`src/rtl/trigger_capture_ctrl_pkg.sv`:
```
// -----------------------------------------------------------------------------
// trigger_capture_ctrl_pkg
// Shared types and constants for the trigger/capture controller:
//   state_t      - capture FSM state, encoded as it appears on state_o
//   EDGE_RISING  - edge_sel value selecting a rising-edge level trigger
//   EDGE_FALLING - edge_sel value selecting a falling-edge level trigger
// -----------------------------------------------------------------------------
package trigger_capture_ctrl_pkg;

  typedef enum logic [2:0] {
    ST_IDLE      = 3'd0,
    ST_PREFILL   = 3'd1,
    ST_WAIT_TRIG = 3'd2,
    ST_POST      = 3'd3,
    ST_DONE      = 3'd4
  } state_t;

  localparam logic EDGE_RISING  = 1'b0;
  localparam logic EDGE_FALLING = 1'b1;

endpackage

```
`src/rtl/trigger_capture_ctrl_trig_detect.sv`:
```
// -----------------------------------------------------------------------------
// trig_detect
// Level-crossing detector. Remembers the previous valid sample since the last
// clear and flags a crossing of the live trigger level by the current sample.
// Ports:
//   clk, rstn    - clock, synchronous active-low reset
//   clear        - forget the previous sample (arm / abort)
//   sample_valid - sample is part of an active capture
//   sample       - current unsigned sample
//   level        - trigger level (live)
//   edge_sel     - 0 rising (prev < level <= cur), 1 falling (prev >= level > cur)
//   hit          - combinational: current sample crosses the level
// -----------------------------------------------------------------------------
module trig_detect
  import trigger_capture_ctrl_pkg::*;
#(
  parameter int DATA_W = 16
) (
  input  logic              clk,
  input  logic              rstn,
  input  logic              clear,
  input  logic              sample_valid,
  input  logic [DATA_W-1:0] sample,
  input  logic [DATA_W-1:0] level,
  input  logic              edge_sel,
  output logic              hit
);

  logic [DATA_W-1:0] prev_q;
  logic              prev_vld_q;

  always_ff @(posedge clk) begin
    if (!rstn || clear) begin
      prev_q     <= '0;
      prev_vld_q <= 1'b0;
    end else if (sample_valid) begin
      prev_q     <= sample;
      prev_vld_q <= 1'b1;
    end
  end

  // Without a previous sample there is no edge, so the first sample after
  // arm can never trigger on level.
  always_comb begin
    hit = 1'b0;
    if (prev_vld_q) begin
      if (edge_sel == EDGE_RISING)
        hit = (prev_q < level) && (level <= sample);
      else
        hit = (prev_q >= level) && (level > sample);
    end
  end

endmodule

```
`src/rtl/trigger_capture_ctrl.sv`:
```
// -----------------------------------------------------------------------------
// trigger_capture_ctrl
// Oscilloscope-style capture controller. After arm it fills pretrig samples,
// waits for a level/forced (optionally auto) trigger, then writes the rest of
// a DEPTH-sample window into an external circular capture buffer.
// Optional feature macro: TRIG_AUTO_EN (auto-trigger after AUTO_TIMEOUT valid
// samples without a trigger). Undefined: WAIT_TRIG waits forever.
// Ports:
//   clk, rstn                       - clock, synchronous active-low reset
//   sample_i, sample_valid_i        - unsigned sample and its one-cycle strobe
//   arm_i, abort_i, force_i         - start capture, return to IDLE, force trigger
//   level_i, edge_sel_i, pretrig_i  - trigger level, edge select, pre-trigger count
//   wr_en_o, wr_addr_o, wr_data_o   - capture buffer write port
//   trig_addr_o                     - buffer address of the trigger sample
//   state_o, busy_o, done_o         - status
//   trig_auto_o                     - last trigger came from the timeout
// -----------------------------------------------------------------------------
module trigger_capture_ctrl
  import trigger_capture_ctrl_pkg::*;
#(
  parameter int DATA_W       = 16,
  parameter int ADDR_W       = 10,
  parameter int AUTO_TIMEOUT = 4096
) (
  input  logic              clk,
  input  logic              rstn,
  input  logic [DATA_W-1:0] sample_i,
  input  logic              sample_valid_i,
  input  logic              arm_i,
  input  logic              abort_i,
  input  logic              force_i,
  input  logic [DATA_W-1:0] level_i,
  input  logic              edge_sel_i,
  input  logic [ADDR_W-1:0] pretrig_i,
  output logic              wr_en_o,
  output logic [ADDR_W-1:0] wr_addr_o,
  output logic [DATA_W-1:0] wr_data_o,
  output logic [ADDR_W-1:0] trig_addr_o,
  output logic [2:0]        state_o,
  output logic              busy_o,
  output logic              done_o,
  output logic              trig_auto_o
);

  if (AUTO_TIMEOUT < 1) begin : g_bad_auto_timeout
    $error("AUTO_TIMEOUT must be at least 1");
  end

  state_t            state_q;
  logic [ADDR_W-1:0] addr_q;
  logic [ADDR_W-1:0] pretrig_q;
  logic [ADDR_W-1:0] post_left_q;
  logic              force_pend_q;

  logic capturing;
  logic arm_ok;
  logic do_write;
  logic hit;
  logic auto_due;
  logic trig_fire;

  assign capturing = (state_q == ST_PREFILL) || (state_q == ST_WAIT_TRIG) ||
                     (state_q == ST_POST);
  assign arm_ok    = arm_i && !abort_i &&
                     ((state_q == ST_IDLE) || (state_q == ST_DONE));

  // POST with nothing left to write only waits one cycle to enter DONE, so a
  // sample arriving then is not part of the window.
  assign do_write  = sample_valid_i && !abort_i && capturing &&
                     !((state_q == ST_POST) && (post_left_q == '0));

  assign trig_fire = do_write && (state_q == ST_WAIT_TRIG) &&
                     (hit || force_i || force_pend_q || auto_due);

  trig_detect #(
    .DATA_W (DATA_W)
  ) u_trig_detect (
    .clk          (clk),
    .rstn         (rstn),
    .clear        (arm_ok || abort_i),
    .sample_valid (sample_valid_i && capturing && !abort_i),
    .sample       (sample_i),
    .level        (level_i),
    .edge_sel     (edge_sel_i),
    .hit          (hit)
  );

  always_ff @(posedge clk) begin
    if (!rstn) begin
      state_q      <= ST_IDLE;
      addr_q       <= '0;
      pretrig_q    <= '0;
      post_left_q  <= '0;
      force_pend_q <= 1'b0;
      wr_en_o      <= 1'b0;
      wr_addr_o    <= '0;
      wr_data_o    <= '0;
      trig_addr_o  <= '0;
    end else begin
      wr_en_o <= 1'b0;

      if (do_write) begin
        wr_en_o   <= 1'b1;
        wr_data_o <= sample_i;
        wr_addr_o <= addr_q;
        addr_q    <= addr_q + 1'b1;
      end

      if (abort_i) begin
        state_q      <= ST_IDLE;
        force_pend_q <= 1'b0;
      end else begin
        case (state_q)
          ST_IDLE, ST_DONE: begin
            if (arm_i) begin
              // pretrig_i is ADDR_W bits, so it is already within DEPTH-1.
              pretrig_q    <= pretrig_i;
              addr_q       <= '0;
              wr_addr_o    <= '0;
              force_pend_q <= 1'b0;
              state_q      <= (pretrig_i == '0) ? ST_WAIT_TRIG : ST_PREFILL;
            end
          end
          ST_PREFILL: begin
            // Addresses start at 0, so addr_q is the count already written.
            if (do_write && (addr_q == pretrig_q - 1'b1))
              state_q <= ST_WAIT_TRIG;
          end
          ST_WAIT_TRIG: begin
            if (force_i)
              force_pend_q <= 1'b1;
            if (trig_fire) begin
              trig_addr_o  <= addr_q;
              // DEPTH-1-pretrig further samples complete the window.
              post_left_q  <= ~pretrig_q;
              force_pend_q <= 1'b0;
              state_q      <= ST_POST;
            end
          end
          ST_POST: begin
            if (post_left_q == '0)
              state_q <= ST_DONE;
            else if (do_write)
              post_left_q <= post_left_q - 1'b1;
          end
          default: state_q <= ST_IDLE;
        endcase
      end
    end
  end

`ifdef TRIG_AUTO_EN
  localparam int TO_W = $clog2(AUTO_TIMEOUT + 1);

  logic [TO_W-1:0] to_cnt_q;
  logic            trig_auto_q;

  assign auto_due = (to_cnt_q == TO_W'(AUTO_TIMEOUT));

  // The counter is held at zero outside WAIT_TRIG, which restarts the
  // timeout on every entry.
  always_ff @(posedge clk) begin
    if (!rstn) begin
      to_cnt_q    <= '0;
      trig_auto_q <= 1'b0;
    end else begin
      if (arm_ok)
        trig_auto_q <= 1'b0;
      if (state_q != ST_WAIT_TRIG || abort_i) begin
        to_cnt_q <= '0;
      end else if (do_write) begin
        if (trig_fire && auto_due && !hit && !force_i && !force_pend_q)
          trig_auto_q <= 1'b1;
        if (!auto_due)
          to_cnt_q <= to_cnt_q + 1'b1;
      end
    end
  end

  assign trig_auto_o = trig_auto_q;
`else
  assign auto_due    = 1'b0;
  assign trig_auto_o = 1'b0;
`endif

  assign state_o = state_q;
  assign busy_o  = capturing;
  assign done_o  = (state_q == ST_DONE);

endmodule

```
`config.mk`:
```
export PLATFORM = sky130hd
export DESIGN_NAME = trigger_capture_ctrl
export DESIGN_NICKNAME = d
export VERILOG_FILES = /design/src/rtl/trigger_capture_ctrl_pkg.sv /design/src/rtl/trigger_capture_ctrl_trig_detect.sv /design/src/rtl/trigger_capture_ctrl.sv
export SDC_FILE = /design/constraint.sdc
export NUM_CORES = 1
export LEC_CHECK = 0
export CAP_MARGIN = 20
export CORE_ASPECT_RATIO = 0.5
export CORE_MARGIN = 4
export CORE_UTILIZATION = 49
export CTS_BUF_LIST = sky130_fd_sc_hd__clkbuf_8
export DETAILED_ROUTE_END_ITERATION = 16
export PLACE_DENSITY = 0.9
export SYNTH_ARGS = -nofsm -noshare
export SYNTH_HDL_FRONTEND = slang
export SYNTH_SLANG_ARGS = --single-unit
```
`constraint.sdc`:
```
create_clock -name clk -period 2.65 [get_ports clk]
set_input_delay 0.53 -clock clk [delete_from_list [all_inputs] [get_ports clk]]
set_output_delay 0.53 -clock clk [all_outputs]
set_load 0.005 [all_outputs]
```
### After elaboration in Yosys (flattened, before gate mapping)

Index checks and enable logic that the tools add are counted.

| operators by class | value |
|---|---|
| $lt $le $gt $ge | 4 |
| div/mod/pow operators | 0 |
| shift-type cells | 0 |
| reduce and logical (&&, ||, !) cells | 35 |
| equal/unequal tests | 12 |
| multipliers | 0 |
| bitwise operators | 3 |
| muxes and demuxes | 25 |
| add/sub/neg operators | 3 |

Operators with widths:

| operator | count |
|---|---|
| 2-to-1 mux 10 bit | 11 |
| logical NOT 10 bit | 2 |
| case mux 10 bit (2 select lines) | 1 |
| subtractor 10 x 1 -> 10 bit, second input constant | 2 |
| >= comparator 16 bit | 1 |
| greater-than comparator 16 bit | 1 |
| less-or-equal comparator 16 bit | 1 |
| < comparator 16 bit | 1 |
| logical AND 1 bit | 13 |
| 2-to-1 mux 3 bit | 4 |
| case mux 3 bit (4 select lines) | 1 |
| adder 10 x 1 -> 10 bit, second input constant | 1 |
| equality test 10 bit | 1 |
| inverter 10 bit | 1 |
| AND reduction 3 bit | 3 |
| inequality test 2 bit, second input constant | 4 |
| logical OR 1 bit | 7 |
| equality test 3 x 2 -> 1 bit, second input constant | 2 |
| 2-to-1 mux 1 bit | 6 |
| AND reduction 5 bit | 1 |
| inequality test 2 x 1 -> 1 bit, second input constant | 2 |
| AND reduction 4 bit | 1 |
| nonzero test 2 bit | 2 |
| OR reduction 2 bit | 2 |
| 8 further kinds | 11 |

| word-level totals | value |
|---|---|
| memories kept | 0 |
| register bits | 88 |
| memory bits (writable) | 0 |
| bits in latches | 0 |
| memory bits (read-only) | 0 |
| output and inout port bits | 43 |
| bits of input ports | 49 |

### Logic depth before layout (Yosys ltp)

| logic depth | value |
|---|---|
| depth in word-level cells | 9 |
| mapped depth | 11 |

### Modules after synthesis

From an unflattened synthesis, not the netlist that was laid out.

| unflattened totals | value |
|---|---|
| cell total of the unflattened synthesis | 608 |
| area total of the unflattened synthesis | 4936.0 um^2 |

By module, submodules not included:

| module | cells each | sequential area each (um^2) | area each (um^2) | times used |
|---|---|---|---|---|
| trigger_capture_ctrl | 434 | 1421.4 | 3478.3 | 1 |
| trig_detect | 174 | 340.3 | 1457.6 | 1 |

### Worst setup path before layout

No wires, ideal clock.

| path | value |
|---|---|
| path type | input -> register |
| start | in level_i[15] |
| end | reg post_left_q[7] |
| buffers on the path | 0 |
| stages | 10 |
| path slack | -40 ps |
| data arrival time | 2559 ps |
| required time | 2520 ps |
| library setup time | 130 ps |
| path through | inv_1 > ha_1 > nand4_1 > or4_1 > a31oi_1 > o311a_2 > nor3_2 > o211a_4 > o311ai_1 > o31ai_1 |

| on the way | value |
|---|---|
| cells in the longest elaborated chain, start to end | 9 |

Ends and longest elaborated chain:

| element | line | source |
|---|---|---|
| start: declaration | trigger_capture_ctrl.sv:32 | `input logic [DATA_W-1:0] level_i,` |
| < comparator 16 bit (tied with other cells) | trigger_capture_ctrl_trig_detect.sv:48 | `hit = (prev_q < level) && (level <= sample);` |
| logical AND 1 bit, on equally long branches | trigger_capture_ctrl_trig_detect.sv:48, trigger_capture_ctrl_trig_detect.sv:50 |  |
| 2-to-1 mux 1 bit * | trigger_capture_ctrl_trig_detect.sv:47 | `if (edge_sel == EDGE_RISING)` |
| 2-to-1 mux 1 bit * | trigger_capture_ctrl_trig_detect.sv:46 | `if (prev_vld_q) begin` |
| logical OR 1 bit * (2 in a row) | trigger_capture_ctrl.sv:73 | `(hit \|\| force_i \|\| force_pend_q \|\| auto_due);` |
| logical AND 1 bit * | trigger_capture_ctrl.sv:72 | `assign trig_fire = do_write && (state_q == ST_WAIT_TRIG) &&` |
| inequality test 2 bit (no source line) * | n/a |  |
| AND reduction 5 bit (no source line) * | n/a |  |
| end signal: assignment | trigger_capture_ctrl.sv:135 | `post_left_q <= ~pretrig_q;` |
| end signal: assignment | trigger_capture_ctrl.sv:144 | `post_left_q <= post_left_q - 1'b1;` |
| end: declaration | trigger_capture_ctrl.sv:52 | `logic [ADDR_W-1:0] post_left_q;` |

Mark *: on every way between the ends. The rest lies on a longest branch, timed or not.
A chain may end at the register's enable or synchronous reset.

### Final worst setup path

| path | value |
|---|---|
| start | in sample_i[12] |
| end | reg trig_addr_o[9] |

| on the way | value |
|---|---|
| cells in the longest elaborated chain, start to end | 8 |

Ends and longest elaborated chain:

| element | line | source |
|---|---|---|
| start: declaration | trigger_capture_ctrl.sv:27 | `input logic [DATA_W-1:0] sample_i,` |
| less-or-equal comparator 16 bit or greater-than comparator 16 bit (tied branches) | trigger_capture_ctrl_trig_detect.sv:48, trigger_capture_ctrl_trig_detect.sv:50 |  |
| logical AND 1 bit, on equally long branches | trigger_capture_ctrl_trig_detect.sv:48, trigger_capture_ctrl_trig_detect.sv:50 |  |
| 2-to-1 mux 1 bit * | trigger_capture_ctrl_trig_detect.sv:47 |  |
| 2-to-1 mux 1 bit * | trigger_capture_ctrl_trig_detect.sv:46 |  |
| logical OR 1 bit * (2 in a row) | trigger_capture_ctrl.sv:73 |  |
| logical AND 1 bit * | trigger_capture_ctrl.sv:72 |  |
| AND reduction 3 bit (no source line) * | n/a |  |
| end signal: assignment | trigger_capture_ctrl.sv:133 | `trig_addr_o <= addr_q;` |
| end: declaration | trigger_capture_ctrl.sv:38 | `output logic [ADDR_W-1:0] trig_addr_o,` |

Marks and branches as above.

==> results.sh <==
export IMPL_wirelength_mm=17.79
export IMPL_die_h_um=78.30
export IMPL_synthesis_nets=708
export IMPL_crit_arrival_ps=3120
export IMPL_start_kind="input port"
export IMPL_r2r_end="trig_addr_o[9]"
export IMPL_cts_hold_buffers=0
export IMPL_ys_warn_count=0
export IMPL_synthArstFlopShare_pct=0
export IMPL_end_kind="flip-flop"
export IMPL_synth_area_mm2=0.004843
export IMPL_vdd_drop_max_v=0.0002633
export IMPL_fin_ws_ps=-225.3
export IMPL_root_buffer="clkbuf_8"
export IMPL_route_detailed_drc=0
export IMPL_critPathMaxStageDelay_ps=490
export IMPL_clock_sinks=88
export IMPL_h_tree_depth=3
export IMPL_core_mm2=0.009540
export IMPL_grt_pass1_wl_mm=26.89
export IMPL_drt_vias_per_instance=6.043
export IMPL_wl_per_cell_um=19.68
export IMPL_synth_avg_cell_area_um2=7.762
export IMPL_vias=5463
export IMPL_reg2reg_from="u_trig_detect.prev_q[9]"
export IMPL_yosysSeqAreaShare_pct=36.37
export IMPL_rsz0062_at_grt="yes"
export IMPL_placed_cells=875
export IMPL_whs_ps=458.2
export IMPL_clockBufferDepth=2
export IMPL_path_class="input port to flip-flop"
export IMPL_cpMaxStageDelayCell="a2111oi_4"
export IMPL_rows=25
export IMPL_fmax_ghz=0.3478
export IMPL_track_usage_pct=28.73
export IMPL_r2r_cells=11
export IMPL_port_buffers=90
export IMPL_clock_latency_ps=380
export IMPL_dieArea_mm2=0.01164
export IMPL_violations="negative setup slack"
export IMPL_n_antenna_cell=0
export IMPL_slew_headroom_pct=42.74
export IMPL_drtIter0Drc=677
export IMPL_io_pins=92
export IMPL_hold_path_depth=2
export IMPL_cts_tree="yes"
export IMPL_grt_overflow_total=0
export IMPL_holdPathEnd="wr_addr_o[6]"
export IMPL_power_density_mw_per_mm2=409.1
export IMPL_grt_max_degree=44
export IMPL_slew_violations=0
export IMPL_hold_path_startpoint="wr_addr_o[6]"
export IMPL_critPathTopFamily="buffers and inverters"
export IMPL_status="finished with violations"
export IMPL_cts_buffers=9
export IMPL_hold_class="flip-flop to flip-flop"
export IMPL_layout_commonest_cell="nand2_1"
export IMPL_start_util_pct=50.77
export IMPL_path_cells="clkdlybuf4s15_1 -> inv_2 -> ha_1 -> nand4_1 -> buf_4 -> nor4_4 -> inv_2 -> a2111oi_4 -> nor3b_4 -> buf_12 -> mux2i_2 -> nor2_1"
export IMPL_skew_ps=12.37
export IMPL_postSynthCellCount=624
export IMPL_critical_path_required_ps=2900
export IMPL_area_delta_synth_final_pct=42.37
export IMPL_path_buf_inv=5
export IMPL_power_leakage_nw=2.564
export IMPL_gp_congestion=0.9025
export IMPL_drive_above_1_share_pct=23.93
export IMPL_ys_ff_latch=88
export IMPL_worstPathMaxFanout=11
export IMPL_stdcell_count=904
export IMPL_final_fill_count=651
export IMPL_die_width_um=148.6
export IMPL_worst_slew_pin_slew_ps=858.9
export IMPL_fin_crit_ps=2875
export IMPL_setup_viol=21
export IMPL_reg2reg_slack_ps=-80
export IMPL_path_clk_slew_ps=90
export IMPL_dr_pass1_iters=7
export IMPL_post_route_period_util_pct=108.5
export IMPL_synth_cell_types=67
export IMPL_synth_flop_cell="dfxtp_1"
export IMPL_fin_nets=848
export IMPL_crit_path_frequent_cell="inv_2"
export IMPL_ant_nets=0
export IMPL_synth_edf_count=0
export IMPL_hpwl_mm=10.45
export IMPL_hold_viol_final=0
export IMPL_antenna_found_initial=0
export IMPL_grt_pass1_vias=5266
export IMPL_layout_common_cells="136 x nand2_1, 83 x dfxtp_1, 78 x a21oi_1, 62 x buf_4, 58 x clkdlybuf4s50_1"
export IMPL_cap_violations=0
-- cells by family after synthesis --
group | Yosys count | share of synthesized area, %
flops | 88 | 36.37
fa+ha+maj | 35 | 9.042
xor+xnor | 15 | 2.713
compound gates | 149 | 19.22
buf+inv | 72 | 6.019
simple gates | 253 | 24.28
mux | 11 | 2.273
other cells | 1 | 0.07743
-- per-stage QoR --
| stage | power, mW | setup WS, ps | area [um^2] | setup TNS, ps | utilization [%] |
|---|---|---|---|---|---|
| 6_report | 2.821 | -225.3 | 6895 | -2847 | 72.28 |
| 5_1_grt | 2.923 | -248.7 | 6895 | -3590 | 72.28 |
| 4_1_cts | 2.754 | -7.811 | 6754 | -7.811 | 70.79 |
| 3_5_place_dp | 1.862 | -1303 | 6220 | -22810 | 65.19 |
| 3_3_place_gp | 1.845 | -1151 | 6220 | -20780 | 65.19 |
| 2_1_floorplan | 1.626 | 23.31 | 4850 | 0 | - |
-- cell type report --
| class | instances | area [um^2] | share of cell area [%] |
|---|---|---|---|
| Sequential cell | 88 | 1768 | 25.64 |
| Multi-Input combinational cell | 465 | 3277 | 47.52 |
| Timing Repair Buffer | 158 | 1348 | 19.54 |
| Clock inverter | 7 | 52.55 | 0.7621 |
| Clock buffer | 9 | 123.9 | 1.796 |
| Tap cell | 135 | 168.9 | 2.450 |
| Inverter | 42 | 157.7 | 2.286 |
-- power by group --
group | switching [mW] | internal, mW
registers | 0.0252 | 1.34
clock network | 0.524 | 0.349
logic | 0.312 | 0.270
-- per-layer routing --
layer / share of wire, % / GRT usage, % / wire length (um)
met3: 8.9 / 7.497 / 1591
met1: 39 / 34.06 / 6881
met5: 0 / 0 / 0
met2: 46 / 47.80 / 8262
met4: 5.9 / 15.85 / 1058
-- Yosys cell counts (all sizes together), types with 3 or more instances --
| cell type | instances | area, um^2 |
|---|---|---|
| xor2 | 8 | 70.07 |
| clkbuf | 18 | 67.56 |
| nand2 | 137 | 516.8 |
| dfxtp | 88 | 1762 |
| a31oi | 5 | 31.28 |
| nor4 | 6 | 52.55 |
| and3 | 5 | 31.28 |
| nand3 | 9 | 45.04 |
| mux2i | 11 | 110.1 |
| o211ai | 7 | 66.31 |
| nor3b | 3 | 27.52 |
| o21ai | 23 | 115.1 |
| xnor2 | 7 | 61.31 |
| ha | 35 | 437.9 |
| nor2 | 43 | 163.9 |
| a21oi | 83 | 419.2 |
| nand2b | 7 | 51.30 |
| nor3 | 11 | 65.06 |
| nor2b | 5 | 31.28 |
| o21a | 4 | 30.03 |
| inv | 41 | 153.9 |
| buf | 12 | 66.32 |
| nand4 | 11 | 68.82 |
| o311ai | 3 | 26.28 |
| o31ai | 4 | 35.03 |
| nand3b | 3 | 22.52 |
-- sequential cells by signal (all words and copies together), names as in the netlist, 3 cells and up --
name                  flops
addr_q                   10
trig_addr_o              10
state_o                   3
wr_data_o                16
wr_addr_o                10
post_left_q              10
pretrig_q                10
u_trig_detect.prev_q     16
-- worst register-to-register path, delay by kind of cell, from the launching register on --
kind | cells | cell delay [ps]
simple gates | 5 | 1090
fa+ha+maj | 1 | 270
mux | 1 | 240
buf+inv | 2 | 290
compound gates | 2 | 390
flops | 1 | 350
-- worst max path at each step --
stage | from | to | slack, ps | cells past startpoint
final | sample_i[12] | trig_addr_o[9] | -230 | 12
after detailed placement | level_i[11] | trig_addr_o[0] | -1300 | 13
after global placement | level_i[11] | trig_addr_o[8] | -1150 | 11
after CTS | sample_i[6] | post_left_q[1] | -8 | 13
after floorplan | level_i[11] | post_left_q[7] | 20 | 10
after global routing | sample_i[15] | trig_addr_o[9] | -250 | 12
-- repair_timing --
action,in CTS,in global routing
gates resized for setup,101,62
buffers inserted,11,8
pin swaps,47,20
cloned,1,0
setup endpoints to repair,22,22
(Power assumes the default switching activity.)
